## config.mk

```make
export PLATFORM = sky130hd
export DESIGN_NAME = mru_replay
export DESIGN_NICKNAME = d
export VERILOG_FILES = /design/src/rtl/mru_replay.sv
export SDC_FILE = /design/constraint.sdc
export NUM_CORES = 1
export LEC_CHECK = 0
export BUFFER_PORTS_ARGS = -buffer_cell sky130_fd_sc_hd__buf_2
export CORE_MARGIN = 8
export CORE_UTILIZATION = 50
export DETAILED_ROUTE_END_ITERATION = 8
export PLACE_DENSITY = 0.74
export SLEW_MARGIN = 20
export SYNTH_ARGS = -nofsm -noshare
export SYNTH_HDL_FRONTEND = slang
export SYNTH_SLANG_ARGS = --single-unit
```

## constraint.sdc

```tcl
create_clock -name timedClk -period 2.84 [get_ports timedClk]
set_input_delay 0.568 -clock timedClk [delete_from_list [all_inputs] [get_ports timedClk]]
set_output_delay 0.568 -clock timedClk [all_outputs]
set_load 0.01 [all_outputs]
```

## src/rtl/mru_replay.sv

```systemverilog
// mru_replay: replays a captured MRU history (up to three LED indices) onto
// four one-hot LEDs. The most recent entry is shown first. Each entry is held
// for HOLD_TICKS cycles and followed by a one-cycle dark gap.
// Optional feature: define MRU_REPLAY_LOOP_EN to make the replay wrap and
// repeat until the next load or reset. Without it, the block returns to idle
// after one pass.
module mru_replay #(
    parameter int unsigned HOLD_TICKS = 4
) (
    input  logic        timedClk,
    input  logic        rst,
    input  logic [14:0] stack_in,
    input  logic        load,
    input  logic        start,
    input  logic        pop,
    output logic        l1,
    output logic        l2,
    output logic        l3,
    output logic        l4,
    output logic        busy,
    output logic        empty,
    output logic [1:0]  count
);

    localparam int unsigned SLOT_W = 5;
    localparam int unsigned LED_W  = 3;
    localparam int unsigned IDX_W  = 2;
    localparam int unsigned TICK_W = 4;

    localparam logic [1:0] IDLE = 2'd0;
    localparam logic [1:0] SHOW = 2'd1;
    localparam logic [1:0] GAP  = 2'd2;

    // Last tick value of the SHOW phase before moving to the gap.
    localparam logic [TICK_W-1:0] TICK_LAST = 4'(HOLD_TICKS - 1);

    logic [1:0]        state_q;
    logic [1:0]        state_d;
    logic [LED_W-1:0]  buf_q [3];
    logic [LED_W-1:0]  buf_d [3];
    logic [1:0]        count_d;
    logic [IDX_W-1:0]  idx_q;
    logic [IDX_W-1:0]  idx_d;
    logic [TICK_W-1:0] tick_q;
    logic [TICK_W-1:0] tick_d;

    logic [SLOT_W-1:0] slot0;
    logic [SLOT_W-1:0] slot1;
    logic [SLOT_W-1:0] slot2;
    logic              ok0;
    logic              ok1;
    logic              ok2;
    logic [LED_W-1:0]  cap_buf [3];
    logic [1:0]        cap_count;
    logic              more_entries;
    logic [LED_W-1:0]  cur_led;

    assign slot0 = stack_in[4:0];
    assign slot1 = stack_in[9:5];
    assign slot2 = stack_in[14:10];

    // A slot counts only if it holds 1..4 and every more-recent slot also did.
    assign ok0 = (slot0 >= 5'd1) && (slot0 <= 5'd4);
    assign ok1 = ok0 && (slot1 >= 5'd1) && (slot1 <= 5'd4);
    assign ok2 = ok1 && (slot2 >= 5'd1) && (slot2 <= 5'd4);

    // Sanitised capture image and its leading-valid count.
    always_comb begin
        cap_buf[0] = '0;
        cap_buf[1] = '0;
        cap_buf[2] = '0;
        cap_count  = 2'd0;
        if (ok0) begin
            cap_buf[0] = slot0[LED_W-1:0];
            cap_count  = 2'd1;
        end
        if (ok1) begin
            cap_buf[1] = slot1[LED_W-1:0];
            cap_count  = 2'd2;
        end
        if (ok2) begin
            cap_buf[2] = slot2[LED_W-1:0];
            cap_count  = 2'd3;
        end
    end

    // Another entry remains after the current one. Widened by one bit so
    // idx+1 cannot wrap.
    assign more_entries = (3'({1'b0, idx_q}) + 3'd1) < 3'({1'b0, count});

    // Next-state logic. Load overrides everything; start/pop act only in idle.
    always_comb begin
        state_d = state_q;
        buf_d   = buf_q;
        count_d = count;
        idx_d   = idx_q;
        tick_d  = tick_q;
        if (load) begin
            buf_d   = cap_buf;
            count_d = cap_count;
            idx_d   = '0;
            tick_d  = '0;
            state_d = (cap_count != 2'd0) ? SHOW : IDLE;
        end else begin
            case (state_q)
                IDLE: begin
                    if (start) begin
                        if (count != 2'd0) begin
                            state_d = SHOW;
                            idx_d   = '0;
                            tick_d  = '0;
                        end
                    end else if (pop && (count != 2'd0)) begin
                        buf_d[0] = buf_q[1];
                        buf_d[1] = buf_q[2];
                        buf_d[2] = '0;
                        count_d  = count - 2'd1;
                    end
                end
                SHOW: begin
                    if (tick_q == TICK_LAST) begin
                        state_d = GAP;
                        tick_d  = '0;
                    end else begin
                        tick_d = tick_q + 4'd1;
                    end
                end
                GAP: begin
                    tick_d = '0;
                    if (more_entries) begin
                        idx_d   = idx_q + 2'd1;
                        state_d = SHOW;
                    end else begin
`ifdef MRU_REPLAY_LOOP_EN
                        idx_d   = '0;
                        state_d = SHOW;
`else
                        idx_d   = '0;
                        state_d = IDLE;
`endif
                    end
                end
                default: begin
                    state_d = IDLE;
                    idx_d   = '0;
                    tick_d  = '0;
                end
            endcase
        end
    end

    // State and datapath registers, cleared asynchronously by rst.
    always_ff @(posedge timedClk or posedge rst) begin
        if (rst) begin
            state_q  <= IDLE;
            buf_q[0] <= '0;
            buf_q[1] <= '0;
            buf_q[2] <= '0;
            count    <= 2'd0;
            idx_q    <= '0;
            tick_q   <= '0;
        end else begin
            state_q  <= state_d;
            buf_q[0] <= buf_d[0];
            buf_q[1] <= buf_d[1];
            buf_q[2] <= buf_d[2];
            count    <= count_d;
            idx_q    <= idx_d;
            tick_q   <= tick_d;
        end
    end

    // Entry currently addressed by idx. The unused index value reads as empty.
    always_comb begin
        case (idx_q)
            2'd0:    cur_led = buf_q[0];
            2'd1:    cur_led = buf_q[1];
            2'd2:    cur_led = buf_q[2];
            default: cur_led = '0;
        endcase
    end

    // One-hot LED decode, lit only during SHOW.
    always_comb begin
        l1 = 1'b0;
        l2 = 1'b0;
        l3 = 1'b0;
        l4 = 1'b0;
        if (state_q == SHOW) begin
            case (cur_led)
                3'd1:    l1 = 1'b1;
                3'd2:    l2 = 1'b1;
                3'd3:    l3 = 1'b1;
                3'd4:    l4 = 1'b1;
                default: ;
            endcase
        end
    end

    // Status decodes of registered state.
    always_comb begin
        busy  = (state_q != IDLE);
        empty = (count == 2'd0);
    end

endmodule

```

### Word-level counts from Yosys, hierarchy flattened

Index checks and enable logic that the tools add are counted.

* flip-flop bits (word level): 19
* input port bits: 20
* output and inout bits: 8
* logic and storage cells: 90

* add/subtract/negate cells: 4
* $lt $le $gt $ge: 7
* eq/ne operators: 14
* mux-type cells: 40
* reductions and logical operators: 18

Operators by type and width (number)
* two-way mux 9 bit: 4
* two-way mux 2 bit: 14
* two-way mux 4 bit: 4
* >= comparator 5 x 1 -> 1 bit, second input constant: 3
* less-or-equal comparator 5 x 3 -> 1 bit, second input constant: 3
* one-hot mux 2 bit (3 select lines): 2
* two-way mux 1 bit: 11
* nonzero test 2 bit: 5
* two-way mux 3 bit: 3
* inequality test 3 bit, second input constant: 3
* one-hot mux 3 bit (3 select lines): 1
* AND reduction 3 bit: 3
* one-hot mux 4 bit (2 select lines): 1
* equality test 3 x 2 -> 1 bit, second input constant: 2
* logical AND 1 bit: 6
* zero test 2 bit: 3
* adder 4 x 1 -> 4 bit, second input constant: 1
* equality test 2 x 1 -> 1 bit, second input constant: 2
* equality test 2 bit, second input constant: 2
* equality test 4 x 2 -> 1 bit, second input constant: 1
* inequality test 2 bit, second input constant: 2
* adder 2 x 1 -> 3 bit, second input constant: 1
* equality test 3 x 1 -> 1 bit, second input constant: 1
* equality test 3 bit, second input constant: 1
* other kinds (4): 4

### Logic depth before layout (Yosys ltp)

Gate-level depths: netlist of run 1.

* word-level depth: 10
* mapped depth: 7
* gate-level depth less buffers: 6

### Least setup slack after synthesis of run 1

OpenSTA, ideal clock, no wires.

* kind: flip-flop to output port
* from: register idx_q[0]
* to: output l4
* arrival: 1.564 ns
* setup slack: 0.708 ns
* stages on the path, launching flop included: 6
* buffers on the path: 0
* path through: dfrtp_1 -> inv_1 -> ha_1 -> a22oi_1 -> nand2_1 -> nor4b_1

* longest elaborated chain between the ends: 5
* elaborated cells between the ends (all ways): 7
* those cells by class: 3 x eq/ne; 3 x mux; 1 x reduce/logical

Ends and longest elaborated chain
* from (decl): RTL line 42 `logic [IDX_W-1:0] idx_q;`
* from (signal assigned): RTL line 168 `idx_q <= idx_d;`
* equality test 2 bit, or another cell as far along: RTL line 175 `case (idx_q)`
* one-hot mux 3 bit (3 select lines) (*): RTL line 175
* equality test 3 bit (*): RTL line 190 `case (cur_led)`
* two-way mux 1 bit (*): RTL line 190
* two-way mux 1 bit (*): RTL line 189 `if (state_q == SHOW) begin`
* to (decl): RTL line 19 `output logic l4,`

Every way passes the cells marked *; elsewhere a longest branch is shown, timed or not.

### Worst setup path in the final report of run 1

Same ends and word-level chain as after synthesis.

==> run summary, run 1 <==
=====================================================================================
Cell depth of the worst flop-to-flop path                                           6
Relative contribution of sequential cells to total power                        0.484
Total leakage power                                                          0.668 nW
TritonCTS clock tree                                                             done
CTS resizes                                                                         0
Worst slew pin tran                                                          0.745 ns
RSZ-0062 raised after global routing                                               no
Placed wire-length estimate after detailed placement                          2.42 mm
Initial antenna violation count                                                     0
Layout cells sized above 1                                                      0.248
Share of the core filled with cells                                             0.591
Fraction of power consumed by combinational cells                               0.305
Most frequent cells in the layout                                        27 x sky130_fd_sc_hd__buf_2, 19 x sky130_fd_sc_hd__nand2_1, 19 x sky130_fd_sc_hd__dfrtp_1, 15 x sky130_fd_sc_hd__nor2_1, 9 x sky130_fd_sc_hd__nand3_1
Critical Setup Path Class                                                flip-flop to primary output
Average wire per cell in the routed design                                    15.5 um
Root Driver                                                              sky130_fd_sc_hd__clkbuf_4
DRT antenna net count                                                               0
Setup slack of the critical path after layout                                0.175 ns
Port buffer count                                                                  27
Number of antenna diodes                                                            0
Layout Nets                                                                       194
Die Y-Extent                                                                  65.5 um
Layout overhead on the synthesized area                                         15.1%
Launching element type of the critical path                                 flip-flop
Mapped Area                                                               0.00122 mm2
Floorplan Core Area                                                       0.00239 mm2
Placement-stage worst setup slack                                            0.525 ns
Class of the most critical hold timing path                              input pin to async pin
I/O Pins                                                                           28
Critical path capture point type                                         primary output
Critical Path Fanout Max                                                            7
Overall overflow remaining after global route                                       0
Distinct cells, synth                                                              41
Storage element area                                                          475 um2
Syn_nets                                                                          164
Gp weighted congestion                                                          0.852
Flops & latches, synth                                                             19
# clock sinks                                                                      19
Die width                                                                     65.5 um
Number of DRC markers after the initial detailed-route iteration                  102
Endpoints failing hold                                                              0
Result of the run                                                        finished clean
Max Transition Viols Final                                                          0
Required time worst endpoint                                                  2.27 ns
Via Count                                                                        1154
Max-cap check violation count                                                       0
Worst relative slew slack                                                       0.503
Maximum clock path buffer count                                                     2
Site Rows                                                                          18
Clock share of power                                                            0.211
Number of setup violations in the final report                                      0
Syn Area/Cell                                                                9.01 um2
Total CTS buffers                                                                   3
Achievable clock frequency                                                  0.375 GHz
Crit share post-route                                                           0.938
# DRC                                                                               0
Via count of the first global-routing pass                                       1148
Post-Syn Instances                                                                136
Global-route wire length before repair                                        5.07 mm
Total number of H-tree levels                                                       1
Total chip power                                                               658 uW
Total global routing track utilization                                          0.150
Most frequent standard cell in the layout excluding fill and tap cells   sky130_fd_sc_hd__buf_2
Minimum clock period after layout                                             2.67 ns
Cell Int Power                                                                 433 uW
Clock-pin slew on the worst setup and hold paths                              0.11 ns
Net switching power figure                                                     225 uW
Initial Util                                                                    0.513
Ys Warns                                                                            0
Register area share after synthesis                                             0.388
Total wire length                                                             3.03 mm
Clock latency reported for the late side of the worst-skew pair               0.30 ns
Worst clock skew                                                           0.00610 ns
Vias per cell                                                                    5.92
DIE AREA                                                                  0.00429 mm2
Fill cell count                                                                   229
Total negative slack                                                             0 ns
Arr. time, crit path                                                          2.10 ns
Largest net degree at the start of global routing                                  20
Maximum resistive drop on vdd                                              0.000298 V
Net switching fraction of the power                                             0.343
Power per unit of standard cell area                                       467 mW/mm2
Multi-input gate area                                                         691 um2
Count of TritonRoute iterations in the first routing pass                           6
Hold slack                                                                   0.378 ns
=====================================================================================
## power by group through the flow
stage	logic (mW)	registers (mW)	clock network, mW
after floorplan	0.130	0.321	0
after global placement	0.188	0.322	0
after detailed placement	0.199	0.324	0
after CTS	0.200	0.318	0.143
after global routing	0.224	0.323	0.155
final	0.201	0.319	0.139
## flip-flops by register name (all words and copies together) (netlist names)
name,count
count,2
tick_q,4
idx_q,2
state_q,2
buf_q,9
## through the flow
stage	instances	cell area, um2
2_1_floorplan	136	1220
3_3_place_gp	190	1380
3_5_place_dp	190	1380
4_1_cts	194	1400
5_1_grt	195	1410
6_report	195	1410
## final timing paths
check,from,end,slack (ns)
worst max-delay path,idx_q[0]$_DFFE_PP0P_,l4,0.17
max in group asynchronous,rst,state_q[1]$_DFFE_PP0P_,2.00
min in group timedClk,buf_q[6]$_DFFE_PP0P_,buf_q[6]$_DFFE_PP0P_,0.52
worst max register to register,idx_q[0]$_DFFE_PP0P_,idx_q[0]$_DFFE_PP0P_,0.87
worst min-delay path,rst,buf_q[5]$_DFFE_PP0P_,0.38
worst min register to register,buf_q[6]$_DFFE_PP0P_,buf_q[6]$_DFFE_PP0P_,0.52
## repair_timing
action,4_1_cts,5_1_grt
setup endpoints to repair,0,2
buffers inserted,0,1
endpoints found under the hold margin,0,0
hold buffers,0,0
## synth_stat cells, drive strengths merged
master / number / area (um2)
dfrtp: 19 / 475
nand2: 19 / 71.3
nor2: 15 / 56.3
o21ai: 11 / 55.1
nand3: 9 / 45.0
inv: 8 / 30.0
ha: 7 / 87.6
buf: 4 / 28.8
o211ai: 4 / 45.1
a221oi: 3 / 26.3
a22oi: 3 / 27.5
nand2b: 3 / 18.8
nor4b: 3 / 26.3
a211o: 2 / 17.5
a31oi: 2 / 12.5
nor3: 2 / 10.0
nor3b: 2 / 20.0
nor4: 2 / 18.8
or3: 2 / 12.5
or4b: 2 / 20.0
a21oi: 1 / 5.00
a222oi: 1 / 10.0
a22o: 1 / 8.76
a31o: 1 / 8.76
a32o: 1 / 10.0
and2: 1 / 6.26
and3: 1 / 6.26
fa: 1 / 20.0
nor2b: 1 / 6.26
o21a: 1 / 7.51
o22a: 1 / 8.76
o31ai: 1 / 7.51
or2: 1 / 6.26
or3b: 1 / 8.76
## layout make-up
type,count,share of cell area
clock buffers,4,0.0186
inverters,8,0.0213
well taps,30,0.0266
flip-flops and latches,19,0.337
repair buffers,29,0.106
multi-input cells,105,0.490
## metal layers
metal | part of all wire | vias up | wire length (um) | GRT usage
li1 | - | 553 | - | -
met1 | 0.41 | 561 | 1230 | 0.169
met2 | 0.52 | 34 | 1590 | 0.262
met3 | 0.050 | 6 | 152 | 0.0306
met4 | 0.020 | 0 | 60 | 0.0736
met5 | 0 | - | 0 | 0
## logic make-up after synthesis
| kind of cell | after synthesis | synth area share |
|---|---|---|
| fa+ha+maj | 8 | 0.0878 |
| compound gates | 33 | 0.204 |
| simple gates | 64 | 0.272 |
| buf+inv | 12 | 0.0480 |
| flops | 19 | 0.388 |
## worst max-delay path, stage by stage (launching register included)
cell and delay, ns:
sky130_fd_sc_hd__dfrtp_1 0.47, sky130_fd_sc_hd__inv_1 0.13, sky130_fd_sc_hd__ha_1 0.26, sky130_fd_sc_hd__a22oi_1 0.26
sky130_fd_sc_hd__nand2_1 0.14, sky130_fd_sc_hd__nor4b_1 0.34, sky130_fd_sc_hd__buf_2 0.20
(Power assumes the default switching activity.)
==> inputs of run 2 (changes only) <==
--- a/config.mk
+++ b/config.mk
@@ -7,9 +7,10 @@
 export LEC_CHECK = 0
 export BUFFER_PORTS_ARGS = -buffer_cell sky130_fd_sc_hd__buf_2
 export CORE_MARGIN = 8
-export CORE_UTILIZATION = 50
+export CORE_UTILIZATION = 25
 export DETAILED_ROUTE_END_ITERATION = 8
-export PLACE_DENSITY = 0.74
+export GPL_ROUTABILITY_DRIVEN = 0
+export PLACE_DENSITY = 0.42
 export SLEW_MARGIN = 20
 export SYNTH_ARGS = -nofsm -noshare
 export SYNTH_HDL_FRONTEND = slang
==> run 2 against run 1 <==
  * Via count shrank 3.3%
  * Setup slack improved by 0.077 ns
  * Die area rose by 72%
  * Utilization fell by 28 points
  * Non-clock buffer count did not move
  * Global-route usage shrank 5.8 points
  * Clock power grew 32%
  * Sequential cell count unchanged
  * Fmax up 3.0%
  * First-iteration DRC count down 45%
  * Largest cell class unchanged
==> run summary, run 2 (synthesized netlist as in run 1, its figures left out) <==
=====================================================================================
Result of the run                                                        finished clean
I/O Pins                                                                           28
Total number of H-tree levels                                                       1
Achievable clock frequency                                                  0.386 GHz
Clock latency reported for the late side of the worst-skew pair               0.25 ns
Launching element type of the critical path                                 flip-flop
Clock-pin slew on the worst setup and hold paths                              0.07 ns
Port buffer count                                                                  27
Maximum resistive drop on vdd                                              0.000138 V
Endpoints failing hold                                                              0
Most frequent standard cell in the layout excluding fill and tap cells   sky130_fd_sc_hd__buf_2
Die width                                                                     86.0 um
Source of the worst register-to-register timing path                     idx_q[0]$_DFFE_PP0P_
Setup Fix Bufs, Post-CTS                                                            0
Worst slew pin tran                                                          0.760 ns
Overall overflow remaining after global route                                       0
Hold slack                                                                   0.444 ns
Number of buffers inserted for hold repair after clock tree synthesis               0
Worst clock skew                                                           0.00467 ns
Die Y-Extent                                                                  86.0 um
Max-cap check violation count                                                       0
Standard cell with the maximum stage delay on the critical path          sky130_fd_sc_hd__dfrtp_1
Largest registers in the final layout                                    buf_q (9), tick_q (4)
# clock sinks                                                                      19
Number of setup violations in the final report                                      0
Root Driver                                                              sky130_fd_sc_hd__clkbuf_8
Total wire length                                                             3.27 mm
Most frequent cells in the layout                                        27 x sky130_fd_sc_hd__buf_2, 19 x sky130_fd_sc_hd__nand2_1, 19 x sky130_fd_sc_hd__dfrtp_1, 15 x sky130_fd_sc_hd__nor2_1, 9 x sky130_fd_sc_hd__nand3_1
Class of the most critical hold timing path                              input pin to async pin
Maximum clock path buffer count                                                     2
Register bank with the most flops                                               buf_q
Critical Path Fanout Max                                                            7
Setup slack of the critical path after layout                                0.251 ns
Site Rows                                                                          25
CTS resizes                                                                         0
Initial Util                                                                    0.259
Number of DRC markers after the initial detailed-route iteration                   56
Required time worst endpoint                                                  2.27 ns
DIE AREA                                                                  0.00740 mm2
Placed wire-length estimate after detailed placement                          2.64 mm
Placement-stage worst setup slack                                            0.539 ns
Layout overhead on the synthesized area                                         20.4%
Total global routing track utilization                                         0.0915
Layout Nets                                                                       194
Flip-flop count of the largest register, all copies and words added                 9
Floorplan Core Area                                                       0.00472 mm2
Critical path capture point type                                         primary output
Total leakage power                                                          0.676 nW
Largest net degree at the start of global routing                                  20
TritonCTS clock tree                                                             done
RSZ-0062 raised after global routing                                               no
Max Transition Viols Final                                                          0
Initial antenna violation count                                                     0
Average wire per cell in the routed design                                    14.1 um
Global-route wire length before repair                                        5.37 mm
Via Count                                                                        1116
Count of TritonRoute iterations in the first routing pass                           4
Worst relative slew slack                                                       0.493
Arr. time, crit path                                                          2.02 ns
Total CTS buffers                                                                   3
Share of the core filled with cells                                             0.312
Layout cells sized above 1                                                      0.248
Via count of the first global-routing pass                                       1123
Launching instance or port of the critical path                          idx_q[0]$_DFFE_PP0P_
Minimum clock period after layout                                             2.59 ns
DRT antenna net count                                                               0
Total negative slack                                                             0 ns
Vias per cell                                                                    4.81
Power per unit of standard cell area                                       477 mW/mm2
Critical Setup Path Class                                                flip-flop to primary output
Longest individual stage delay on the worst path                              0.46 ns
Total chip power                                                               704 uW
Number of antenna diodes                                                            0
# DRC                                                                               0
CP cell instances                                                        inv_1, ha_1, a222oi_1, buf_4, nand3_1, nor2_1, buf_2
Crit share post-route                                                           0.911
=====================================================================================
[run 2: changes by cell type in the layout (fill, tap and decap cells not counted)]
| cell | change |
|---|---|
| sky130_fd_sc_hd__clkbuf_8 | +3 |
| sky130_fd_sc_hd__clkbuf_4 | -3 |
[run 2: cell type report]
cell class	instances	area, um2
sequential	19	475
clock buffer	4	45.0
fill	523	3250
multi-input combinational	105	691
inverter	8	30.0
tap	67	83.8
timing repair buffer	29	150
[run 2: power breakdown]
group | total (mW) | switching, mW | internal, mW
combinational | 0.200 | 0.116 | 0.0835
sequential | 0.319 | 0.0256 | 0.294
clock | 0.184 | 0.0850 | 0.0995
[run 2: final timing paths]
path / to / slack [ns] / depth (start not counted)
min: buf_q[2]$_DFFE_PP0P_ / 0.44 / 2
min in group timedClk: state_q[1]$_DFFE_PP0P_ / 0.51 / 1
min reg2reg: state_q[1]$_DFFE_PP0P_ / 0.51 / 1
max in group asynchronous: buf_q[1]$_DFFE_PP0P_ / 1.92 / 2
max: l2 / 0.25 / 7
max reg2reg: idx_q[0]$_DFFE_PP0P_ / 0.92 / 6
[run 2: worst max-delay path: cells and delay by family (launching register included)]
kind | cells | cell delay [ns]
simple gates | 2 | 0.17
buf+inv | 3 | 0.45
flops | 1 | 0.46
compound gates | 1 | 0.42
fa+ha+maj | 1 | 0.26
[run 2: metrics by stage]
stage	area (um2)	cells
5_1_grt	1480	232
4_1_cts	1470	231
2_1_floorplan	1220	136
6_report	1480	232
3_3_place_gp	1420	227
3_5_place_dp	1420	227
[run 2: routing by layer]
metal | part of all wire | vias to the layer above | global-route usage
met5 | 0 | - | 0
met1 | 0.45 | 543 | 0.111
met4 | 0.012 | 0 | 0.0382
li1 | - | 554 | -
met3 | 0.038 | 2 | 0.0172
met2 | 0.50 | 17 | 0.154
